<file path="src/rtl/mem_arb_pkg.sv">
// Shared types, funct3 size codes and the alignment helper for the memory port arbiter.
package mem_arb_pkg;

  typedef enum logic [1:0] {
    IDLE = 2'd0,
    BUSY = 2'd1,
    RESP = 2'd2
  } state_t;

  localparam logic [2:0] F3_B  = 3'b000;
  localparam logic [2:0] F3_H  = 3'b001;
  localparam logic [2:0] F3_W  = 3'b010;
  localparam logic [2:0] F3_BU = 3'b100;
  localparam logic [2:0] F3_HU = 3'b101;

  // Low two funct3 bits give the size; bit 2 only selects zero/sign extension.
  function automatic logic misaligned(input logic [2:0] funct3, input logic [1:0] addr_lo);
    logic mis;
    mis = 1'b0;
    case (funct3[1:0])
      2'b01:   mis = addr_lo[0];
      2'b10:   mis = |addr_lo;
      default: mis = 1'b0;
    endcase
    return mis;
  endfunction

endpackage

</file>
<file path="src/rtl/mem_port_arbiter_if.sv">
// Requester, response and memory-side signals of the shared memory port.
interface mem_port_arbiter_if #(
  parameter int unsigned NUM_PORTS = 2,
  parameter int unsigned ADDR_W    = 32,
  parameter int unsigned DATA_W    = 32
);
  logic [NUM_PORTS-1:0]        req_valid;
  logic [NUM_PORTS-1:0]        req_ready;
  logic [NUM_PORTS-1:0]        req_we;
  logic [NUM_PORTS*3-1:0]      req_funct3;
  logic [NUM_PORTS*ADDR_W-1:0] req_addr;
  logic [NUM_PORTS*DATA_W-1:0] req_wdata;
  logic [NUM_PORTS-1:0]        rsp_valid;
  logic [DATA_W-1:0]           rsp_rdata;
  logic                        rsp_err;
  logic                        mem_we;
  logic [2:0]                  mem_funct3;
  logic [ADDR_W-1:0]           mem_addr;
  logic [DATA_W-1:0]           mem_wdata;
  logic [DATA_W-1:0]           mem_rdata;

  modport slave (
    input  req_valid, req_we, req_funct3, req_addr, req_wdata, mem_rdata,
    output req_ready, rsp_valid, rsp_rdata, rsp_err,
           mem_we, mem_funct3, mem_addr, mem_wdata
  );

  modport master (
    output req_valid, req_we, req_funct3, req_addr, req_wdata, mem_rdata,
    input  req_ready, rsp_valid, rsp_rdata, rsp_err,
           mem_we, mem_funct3, mem_addr, mem_wdata
  );
endinterface

</file>
<file path="src/rtl/mem_port_arbiter_rr.sv">
// Combinational round-robin picker: first requester after i_last, wrapping N-1 -> 0.
module rr_arbiter #(
  parameter int unsigned N     = 2,
  parameter int unsigned IDX_W = (N > 1) ? $clog2(N) : 1
) (
  input  logic [N-1:0]     i_req,
  input  logic [IDX_W-1:0] i_last,
  output logic [N-1:0]     o_grant_c,
  output logic [IDX_W-1:0] o_idx_c
);

  // Walk from the farthest candidate to the nearest so the nearest match wins.
  always_comb begin
    logic [IDX_W-1:0] pos;
    o_grant_c = '0;
    o_idx_c   = '0;
    pos       = '0;
    for (int k = int'(N); k >= 1; k--) begin
      pos = IDX_W'((int'(i_last) + k) % int'(N));
      if (i_req[pos]) begin
        o_grant_c      = '0;
        o_grant_c[pos] = 1'b1;
        o_idx_c        = pos;
      end
    end
  end

endmodule

</file>
<file path="src/rtl/mem_port_arbiter.sv">
// Round-robin sharing of one memory port between NUM_PORTS requesters, one access at a time.
// Optional MEM_ARB_ALIGN_CHECK_EN: misaligned half/word accesses are flagged and never reach memory.
module mem_port_arbiter
  import mem_arb_pkg::*;
#(
  parameter int unsigned NUM_PORTS = 2,
  parameter int unsigned ADDR_W    = 32,
  parameter int unsigned DATA_W    = 32,
  parameter int unsigned MEM_LAT   = 0
) (
  input  logic              clk,
  input  logic              rst_n,
  mem_port_arbiter_if.slave bus
);

  localparam int unsigned IDX_W = (NUM_PORTS > 1) ? $clog2(NUM_PORTS) : 1;
  localparam int unsigned CNT_W = (MEM_LAT > 0) ? $clog2(MEM_LAT + 1) : 1;

  state_t               r_state;
  logic [CNT_W-1:0]     r_cnt;
  logic [IDX_W-1:0]     r_last;
  logic [NUM_PORTS-1:0] r_owner;
  logic                 r_we;
  logic                 r_err;
  logic [2:0]           r_funct3;
  logic [ADDR_W-1:0]    r_addr;
  logic [DATA_W-1:0]    r_wdata;
  logic                 r_mem_we;
  logic [NUM_PORTS-1:0] r_rsp_valid;
  logic [DATA_W-1:0]    r_rsp_rdata;
  logic                 r_rsp_err;

  logic [NUM_PORTS-1:0] w_grant;
  logic [IDX_W-1:0]     w_idx;
  logic                 w_sel_we;
  logic [2:0]           w_sel_f3;
  logic [ADDR_W-1:0]    w_sel_addr;
  logic [DATA_W-1:0]    w_sel_wdata;
  logic                 w_mis;
  logic                 w_accept;

  rr_arbiter #(
    .N     (NUM_PORTS),
    .IDX_W (IDX_W)
  ) u_rr (
    .i_req     (bus.req_valid),
    .i_last    (r_last),
    .o_grant_c (w_grant),
    .o_idx_c   (w_idx)
  );

  // Route the granted port's request fields.
  always_comb begin
    w_sel_we    = 1'b0;
    w_sel_f3    = '0;
    w_sel_addr  = '0;
    w_sel_wdata = '0;
    for (int p = 0; p < int'(NUM_PORTS); p++) begin
      if (w_grant[p]) begin
        w_sel_we    = bus.req_we[p];
        w_sel_f3    = bus.req_funct3[3*p +: 3];
        w_sel_addr  = bus.req_addr[ADDR_W*p +: ADDR_W];
        w_sel_wdata = bus.req_wdata[DATA_W*p +: DATA_W];
      end
    end
  end

`ifdef MEM_ARB_ALIGN_CHECK_EN
  assign w_mis = misaligned(w_sel_f3, w_sel_addr[1:0]);
`else
  assign w_mis = 1'b0;
`endif

  assign w_accept      = (r_state == IDLE) && (|w_grant);
  assign bus.req_ready = (rst_n && r_state == IDLE) ? w_grant : '0;

  assign bus.mem_we     = r_mem_we;
  assign bus.mem_funct3 = r_funct3;
  assign bus.mem_addr   = r_addr;
  assign bus.mem_wdata  = r_wdata;
  assign bus.rsp_valid  = r_rsp_valid;
  assign bus.rsp_rdata  = r_rsp_rdata;
  assign bus.rsp_err    = r_rsp_err;

  // Access sequencer: accept in IDLE, hold the memory signals through BUSY, pulse the response.
  always_ff @(posedge clk or negedge rst_n) begin
    if (!rst_n) begin
      r_state     <= IDLE;
      r_cnt       <= '0;
      r_last      <= IDX_W'(NUM_PORTS - 1);
      r_owner     <= '0;
      r_we        <= 1'b0;
      r_err       <= 1'b0;
      r_funct3    <= '0;
      r_addr      <= '0;
      r_wdata     <= '0;
      r_mem_we    <= 1'b0;
      r_rsp_valid <= '0;
      r_rsp_rdata <= '0;
      r_rsp_err   <= 1'b0;
    end else begin
      unique case (r_state)
        IDLE: begin
          if (w_accept) begin
            r_owner  <= w_grant;
            r_last   <= w_idx;
            r_we     <= w_sel_we;
            r_err    <= w_mis;
            r_funct3 <= w_sel_f3;
            r_addr   <= w_sel_addr;
            r_wdata  <= w_sel_wdata;
            r_cnt    <= '0;
            r_mem_we <= w_sel_we & ~w_mis;
            r_state  <= BUSY;
          end
        end
        BUSY: begin
          r_mem_we <= 1'b0;
          if (r_cnt == CNT_W'(MEM_LAT)) begin
            r_rsp_valid <= r_owner;
            r_rsp_rdata <= (r_we || r_err) ? '0 : bus.mem_rdata;
            r_rsp_err   <= r_err;
            r_state     <= RESP;
          end else begin
            r_cnt <= r_cnt + CNT_W'(1);
          end
        end
        RESP: begin
          r_rsp_valid <= '0;
          r_rsp_rdata <= '0;
          r_rsp_err   <= 1'b0;
          r_state     <= IDLE;
        end
        default: r_state <= IDLE;
      endcase
    end
  end

endmodule

</file>
<file path="src/flat_wrapper.sv">
// flat-port wrapper written by rule: the top's interface ports become plain ports
module mem_port_arbiter_flat import mem_arb_pkg::*;
#(
  parameter int unsigned NUM_PORTS = 2,
  parameter int unsigned ADDR_W    = 32,
  parameter int unsigned DATA_W    = 32,
  parameter int unsigned MEM_LAT   = 0
)
  (clk, rst_n, bus_req_valid, bus_req_we, bus_req_funct3, bus_req_addr, bus_req_wdata, bus_mem_rdata, bus_req_ready, bus_rsp_valid, bus_rsp_rdata, bus_rsp_err, bus_mem_we, bus_mem_funct3, bus_mem_addr, bus_mem_wdata);
  mem_port_arbiter_if #(.NUM_PORTS(NUM_PORTS), .ADDR_W(ADDR_W), .DATA_W(DATA_W)) bus_i ();
  input  logic clk;
  input  logic rst_n;
  input wire logic [$bits(bus_i.req_valid)-1:0] bus_req_valid;
  input wire logic [$bits(bus_i.req_we)-1:0] bus_req_we;
  input wire logic [$bits(bus_i.req_funct3)-1:0] bus_req_funct3;
  input wire logic [$bits(bus_i.req_addr)-1:0] bus_req_addr;
  input wire logic [$bits(bus_i.req_wdata)-1:0] bus_req_wdata;
  input wire logic [$bits(bus_i.mem_rdata)-1:0] bus_mem_rdata;
  output wire logic [$bits(bus_i.req_ready)-1:0] bus_req_ready;
  output wire logic [$bits(bus_i.rsp_valid)-1:0] bus_rsp_valid;
  output wire logic [$bits(bus_i.rsp_rdata)-1:0] bus_rsp_rdata;
  output wire logic [$bits(bus_i.rsp_err)-1:0] bus_rsp_err;
  output wire logic [$bits(bus_i.mem_we)-1:0] bus_mem_we;
  output wire logic [$bits(bus_i.mem_funct3)-1:0] bus_mem_funct3;
  output wire logic [$bits(bus_i.mem_addr)-1:0] bus_mem_addr;
  output wire logic [$bits(bus_i.mem_wdata)-1:0] bus_mem_wdata;
  assign bus_i.req_valid = bus_req_valid;
  assign bus_i.req_we = bus_req_we;
  assign bus_i.req_funct3 = bus_req_funct3;
  assign bus_i.req_addr = bus_req_addr;
  assign bus_i.req_wdata = bus_req_wdata;
  assign bus_i.mem_rdata = bus_mem_rdata;
  assign bus_req_ready = bus_i.req_ready;
  assign bus_rsp_valid = bus_i.rsp_valid;
  assign bus_rsp_rdata = bus_i.rsp_rdata;
  assign bus_rsp_err = bus_i.rsp_err;
  assign bus_mem_we = bus_i.mem_we;
  assign bus_mem_funct3 = bus_i.mem_funct3;
  assign bus_mem_addr = bus_i.mem_addr;
  assign bus_mem_wdata = bus_i.mem_wdata;
  mem_port_arbiter #(.NUM_PORTS(NUM_PORTS), .ADDR_W(ADDR_W), .DATA_W(DATA_W), .MEM_LAT(MEM_LAT)) u_core (.clk(clk), .rst_n(rst_n), .bus(bus_i));
endmodule
</file>
<file path="config.mk">
export PLATFORM = sky130hd
export DESIGN_NAME = mem_port_arbiter_flat
export DESIGN_NICKNAME = d
export VERILOG_FILES = /design/src/rtl/mem_arb_pkg.sv /design/src/rtl/mem_port_arbiter_if.sv /design/src/rtl/mem_port_arbiter_rr.sv /design/src/rtl/mem_port_arbiter.sv /design/src/flat_wrapper.sv
export SDC_FILE = /design/constraint.sdc
export NUM_CORES = 1
export LEC_CHECK = 0
export BUFFER_PORTS_ARGS = -buffer_cell sky130_fd_sc_hd__clkbuf_2
export CORE_ASPECT_RATIO = 2
export CORE_UTILIZATION = 28
export CTS_BUF_LIST = sky130_fd_sc_hd__clkbuf_16
export DETAILED_ROUTE_END_ITERATION = 8
export GPL_ROUTABILITY_DRIVEN = 0
export PLACE_DENSITY = 0.59
export SETUP_SLACK_MARGIN = 0.05
export SYNTH_ARGS = -nofsm -noshare
export SYNTH_HDL_FRONTEND = slang
export SYNTH_SLANG_ARGS = --single-unit
</file>
<file path="constraint.sdc">
create_clock -name clk -period 2 [get_ports clk]
set_clock_uncertainty 0.15 [all_clocks]
set_input_delay 0.3 -clock clk [delete_from_list [all_inputs] [get_ports clk]]
set_output_delay 0.3 -clock clk [all_outputs]
set_load 0.05 [all_outputs]
</file>
======== After elaboration in Yosys (flattened, before gate mapping) ========
Index checks and enable logic that the tools add are counted.
storage, ports and cells
  register bits after elaboration ......... 110
  bits of input ports ..................... 172
  output and inout bits ................... 105
  logic and storage cells ................. 71
operators by class
  $add $sub $neg .......................... 3
  $lt $le $gt $ge ......................... 4
  eq/ne operators ......................... 4
  multiplexer cells ....................... 36
  reduce and logical (&&, ||, !) cells .... 12
operators by type and width
  cell                                                                          number
  32-bit 2-to-1 mux                                                             6
  32-bit case mux with 2 select lines                                           1
  1-bit 2-to-1 mux                                                              14
  2-bit 2-to-1 mux                                                              6
  2-bit case mux with 2 select lines                                            2
  2-bit AND reduction                                                           4
  3-bit 2-to-1 mux                                                              2
  1-bit case mux with 2 select lines                                            3
  1-bit logical AND                                                             4
  1-bit by 2-bit less-than comparator with 1-bit output, second input constant  2
  2-bit nonzero test                                                            2
  1-bit adder, second input constant                                            3
  1-bit demux with 1-bit select                                                 2
  2-bit by 1-bit == test with 1-bit output, second input constant               1
  2-bit == test, second input constant                                          1
  1-bit greater-or-equal comparator, second input constant                      2
  2-bit logical NOT                                                             1
  2-bit by 1-bit != test with 1-bit output, second input constant               1
  2-bit != test, second input constant                                          1
  2-bit OR reduction                                                            1

======== Depth between registers and ports, before layout ========
  depth after elaboration ................. 11
  mapped depth ............................ 8
  gate-level depth less buffers ........... 5

======== Cells and area by module ========
A second synthesis with hierarchy kept.
second synthesis, totals
  cells, all modules ...................... 568
  area total of the unflattened synthesis .. 5328.9 um^2
by module, submodules not included
  module            times used  cells an instance  area an instance (um^2)  seq. area each (um^2)
  mem_port_arbiter  1           564                5302.6                   2703.8
  rr_arbiter        1           4                  26.3                     0.0

======== Worst setup path before layout ========
No wires, ideal clock.
  path type ............................... register to output
  from .................................... register u_core.r_state[0]
  to ...................................... output port bus_req_ready[0]
  arrival time ............................ 1.687 ns
  data required time ...................... 1.550 ns
  setup slack ............................. -0.137 ns
  stages on the path, launching flop included .. 8
  path buffers ............................ 3
  path through ............................ dfrtp_1 inv_1 ha_1 buf_2 and3_1 clkbuf_1 buf_2 and2_1
on the way
  cells in the longest elaborated chain, start to end .. 3
ends and longest elaborated chain
  item                    line                     source
  from (decl)             mem_port_arbiter.sv:19   state_t r_state;
  from (signal assigned)  mem_port_arbiter.sv:88   r_state <= IDLE;
  from (signal assigned)  mem_port_arbiter.sv:114  r_state <= BUSY;
  from (signal assigned)  mem_port_arbiter.sv:123  r_state <= RESP;
  2-bit logical NOT       mem_port_arbiter.sv:75   assign bus.req_ready = (rst_n && r_state == IDLE) ? w_grant : '0;
  1-bit logical AND       mem_port_arbiter.sv:75
  2-bit 2-to-1 mux        mem_port_arbiter.sv:75
  to (decl)               flat_wrapper.sv:19       output wire logic [$bits(bus_i.req_ready)-1:0] bus_req_ready;
Every way passes these cells.

======== Worst setup path in the final report ========
  from .................................... register u_core.r_last
  to ...................................... output port bus_req_ready[0]
on the way
  cells in the longest elaborated chain, start to end .. 8
  elaborated cells on any way between the ends .. 19
  those cells by class .................... add/sub (2); order compare (4); mux (11); reduce/logical (2)
ends and longest elaborated chain
  item                                                                                                                              line                       source
  from (decl)                                                                                                                       mem_port_arbiter.sv:21     logic [IDX_W-1:0] r_last;
  from (signal assigned)                                                                                                            mem_port_arbiter.sv:90     r_last <= IDX_W'(NUM_PORTS - 1);
  from (signal assigned)                                                                                                            mem_port_arbiter.sv:106    r_last <= w_idx;
  1-bit adder                                                                                                                       mem_port_arbiter_rr.sv:19  pos = IDX_W'((int'(i_last) + k) % int'(N));
  1-bit by 2-bit less-than comparator with 1-bit output (implied by the code) or 1-bit greater-or-equal comparator (tied branches)  mem_port_arbiter_rr.sv:22  o_grant_c[pos] = 1'b1;
  1-bit logical AND (implied by the code)                                                                                           mem_port_arbiter_rr.sv:22
  1-bit 2-to-1 mux (implied by the code)                                                                                            mem_port_arbiter_rr.sv:22
  1-bit demux with 1-bit select                                                                                                     mem_port_arbiter_rr.sv:22
  2-bit 2-to-1 mux                                                                                                                  mem_port_arbiter_rr.sv:20  if (i_req[pos]) begin
  2-bit 2-to-1 mux *                                                                                                                mem_port_arbiter_rr.sv:20
  2-bit 2-to-1 mux *                                                                                                                mem_port_arbiter.sv:75
Mark *: on every way between the ends. The rest lies on a longest branch, timed or not. The select of a mux whose other input is x is not followed.

==> impl_metrics.env <==
export IMPL_slew_headroom_pct=61.6
export IMPL_synthToLayoutAreaGrowth_pct=47.9
export IMPL_p_leak_nw=3.57
export IMPL_core_area_um2=16200
export IMPL_power_mw=13.3
export IMPL_vdd_drop_max_mv=0.842
export IMPL_num_rows=66
export IMPL_antenna_found_initial=0
export IMPL_hold_start="bus_mem_rdata[10]"
export IMPL_hpwl_um=10000
export IMPL_post_route_period_util_pct=97.6
export IMPL_die_w_um=92.8
export IMPL_via_per_inst=4.61
export IMPL_start_util_pct=28.5
export IMPL_reg2reg_to="u_core.bus.mem_addr[2]$_DFFE_PN0P_"
export IMPL_ys_seq_elements=108
export IMPL_fp_dieArea_um2=17000
export IMPL_io_pins=277
export IMPL_start_kind="flop"
export IMPL_setup_violations=0
export IMPL_syn_area_um2=4610
export IMPL_post_route_drc_count=0
export IMPL_fin_crit_ns=1.95
export IMPL_avgSynthCellArea_um2=11.3
export IMPL_die_h_um=184
export IMPL_arrival_ns=1.50
export IMPL_firstDrtPassIters=5
export IMPL_min_path_cells=3
export IMPL_drive_above_1_share_pct=46.9
export IMPL_clkLatencyLatePin_ns=0.35
export IMPL_r2r_start="u_core.r_state[0]$_DFFE_PN0P_"
export IMPL_clock_sinks=108
export IMPL_cap_viol_max_count=0
export IMPL_h_tree_depth=3
export IMPL_tightest_slew_ns=0.575
export IMPL_min_to="u_core.bus.rsp_rdata[10]$_DFFE_PN0P_"
export IMPL_slew_viol_final=0
export IMPL_rsz0062_at_grt="true"
export IMPL_numCtsBuffers=9
export IMPL_root_buffer="clkbuf_16"
export IMPL_wl_per_cell_um=15.0
export IMPL_grt_pass1_vias=4336
export IMPL_crit_type="reg -> out"
export IMPL_grt_pass1_wl_um=21300
export IMPL_nFillCells=1579
export IMPL_timing_setup_tns_ns=0
export IMPL_yosysUniqueCellTypes=27
export IMPL_finalHoldViolations=0
export IMPL_worstPathRequired_ns=1.55
export IMPL_post_route_util_pct=42.2
export IMPL_outcome="completed"
export IMPL_track_usage_pct=16.1
export IMPL_clkTransAtPathRegs_ns=0.08
export IMPL_syn_nets=584
export IMPL_hold_class="in -> reg"
export IMPL_critical_path_max_fanout=3
export IMPL_yosys_warnings=0
export IMPL_rr_worst_depth=8
export IMPL_cellPowerDensity_nw_per_um2=1950
export IMPL_fmax_ghz=0.512
export IMPL_drtIter0Drc=112
export IMPL_portBuffers=275
export IMPL_nNetsFinal=875
export IMPL_worst_r2r_setup_slack_ns=0.12
export IMPL_grt_max_degree=108
export IMPL_vias=4183
export IMPL_cts_tree="built"
export IMPL_crit_path_end_kind="primary output"
export IMPL_antennaDiodeCount=0
export IMPL_postRouteAntennaNets=0
export IMPL_yosysSeqAreaShare_pct=58.6
export IMPL_wirelength_um=13600
export IMPL_cts_path_max_buffers=2
export IMPL_grt_ovfl_total=0
export IMPL_synth_cells=408
cell families after synthesis:
logic type	count (synthesis)	share of synthesized area (%)
and+or+nand+nor	113	13.6
AOI/OAI and AO/OA	110	19.4
DFF	108	58.6
buffers and inverters	70	6.70
adders and majority gates	4	1.08
muxes	2	0.488
other	1	0.0813
worst max path at each step:
stage	slack (ns)	start	endpoint	depth (start not counted)
6_report	0.05	u_core.r_last$_DFFE_PN1P_	bus_req_ready[0]	4
4_1_cts	0.05	u_core.r_last$_DFFE_PN1P_	bus_req_ready[0]	4
3_5_place_dp	0.06	u_core.r_state[0]$_DFFE_PN0P_	bus_req_ready[1]	5
5_1_grt	0.004	u_core.r_last$_DFFE_PN1P_	bus_req_ready[0]	4
3_3_place_gp	0.1	u_core.r_state[0]$_DFFE_PN0P_	bus_req_ready[1]	5
2_1_floorplan	0.06	u_core.r_state[0]$_DFFE_PN0P_	bus_req_ready[0]	7
flip-flops by register name (all words and copies together), names as in the netlist:
register,count
u_core.bus.mem_wdata,32
u_core.r_last,1
u_core.bus.mem_we,1
u_core.r_we,1
u_core.r_state,2
u_core.bus.mem_addr,32
u_core.bus.rsp_valid,2
u_core.bus.rsp_rdata,32
u_core.bus.mem_funct3,3
u_core.r_owner,2
placed cells by master, fill, tap and decap left out, types with 2 or more instances in the layout:
cell type and n:
a221o_1 67, and2_1 68, and2_4 2, and3_4 2
buf_12 4, buf_4 22, clkbuf_16 11, clkbuf_2 272
dfrtp_1 107, dlygate4sd3_1 12, ha_1 3, inv_1 36
inv_2 2, inv_6 3, inv_8 2, mux2_2 2
nand2_1 33, nand3b_1 2, o21ai_0 36
through the flow:
stage	hold WS (ns)	worst slack [ns]	instance area [um^2]	std cells
2_1_floorplan	-0.146	0.0567	4620	408
3_3_place_gp	0.150	0.0964	6230	865
3_5_place_dp	0.158	0.0558	6230	865
4_1_cts	0.00000150	0.0452	6790	903
5_1_grt	0.0143	0.00411	6820	908
6_report	0.00166	0.0472	6820	908
timing repair:
item / CTS / global route
endpoints found under the setup margin: 2 / 2
buffers inserted: 10 / 5
pin swaps: 3 / 2
hold buffers: 12 / 0
hold endpoints to repair: 119 / 0
resized for setup: 14 / 0
worst max-delay path: stages, from the launching register on:
cell and delay, ns:
dfstp_2 0.56, nand2b_4 0.13, and3_4 0.17, and2_4 0.14
clkbuf_16 0.15
metal layers:
metal	wire [um]	vias up	global-route usage, %	share of wire (%)
li1	-	2010	-	-
met2	7130	193	28.6	52
met1	5200	1957	17.9	38
met3	882	23	3.39	6.5
met4	401	0	8.00	2.9
met5	0	-	0	0
Yosys cell counts (all sizes together):
master / count / area share, %
conb: 1 / 0.081
nand2: 34 / 2.8
clkbuf: 17 / 1.4
inv: 38 / 3.1
a21o: 1 / 0.16
nand3b: 2 / 0.33
o31ai: 1 / 0.16
buf: 15 / 2.2
and3: 2 / 0.27
a32oi: 1 / 0.19
ha: 4 / 1.1
nor3b: 2 / 0.43
nor2: 1 / 0.081
dfrtp: 107 / 58
mux2: 2 / 0.49
and2: 70 / 9.5
dfstp: 1 / 0.57
a31oi: 1 / 0.14
nand3: 1 / 0.11
o21ai: 38 / 4.1
a221o: 67 / 15
nand2b: 1 / 0.14
a21oi: 1 / 0.11
power breakdown:
part,switching (mW),internal (mW),leakage [nW]
Combinational,5.38,2.44,2.07
Sequential,0.531,3.21,1.35
Clock,0.868,0.879,0.141
area by class of cell:
cell class              instances  area (um^2)  share of cell area, %
flip-flops and latches        108         2700                   39.6
repair buffers                312         1780                   26.0
multi-input cells             230         1660                   24.3
well taps                     204          255                   3.74
clock buffers                   9          225                   3.30
inverters                      38          143                   2.09
clock inverters                 7         65.1                  0.953
Power figures use the tool's default switching activity.
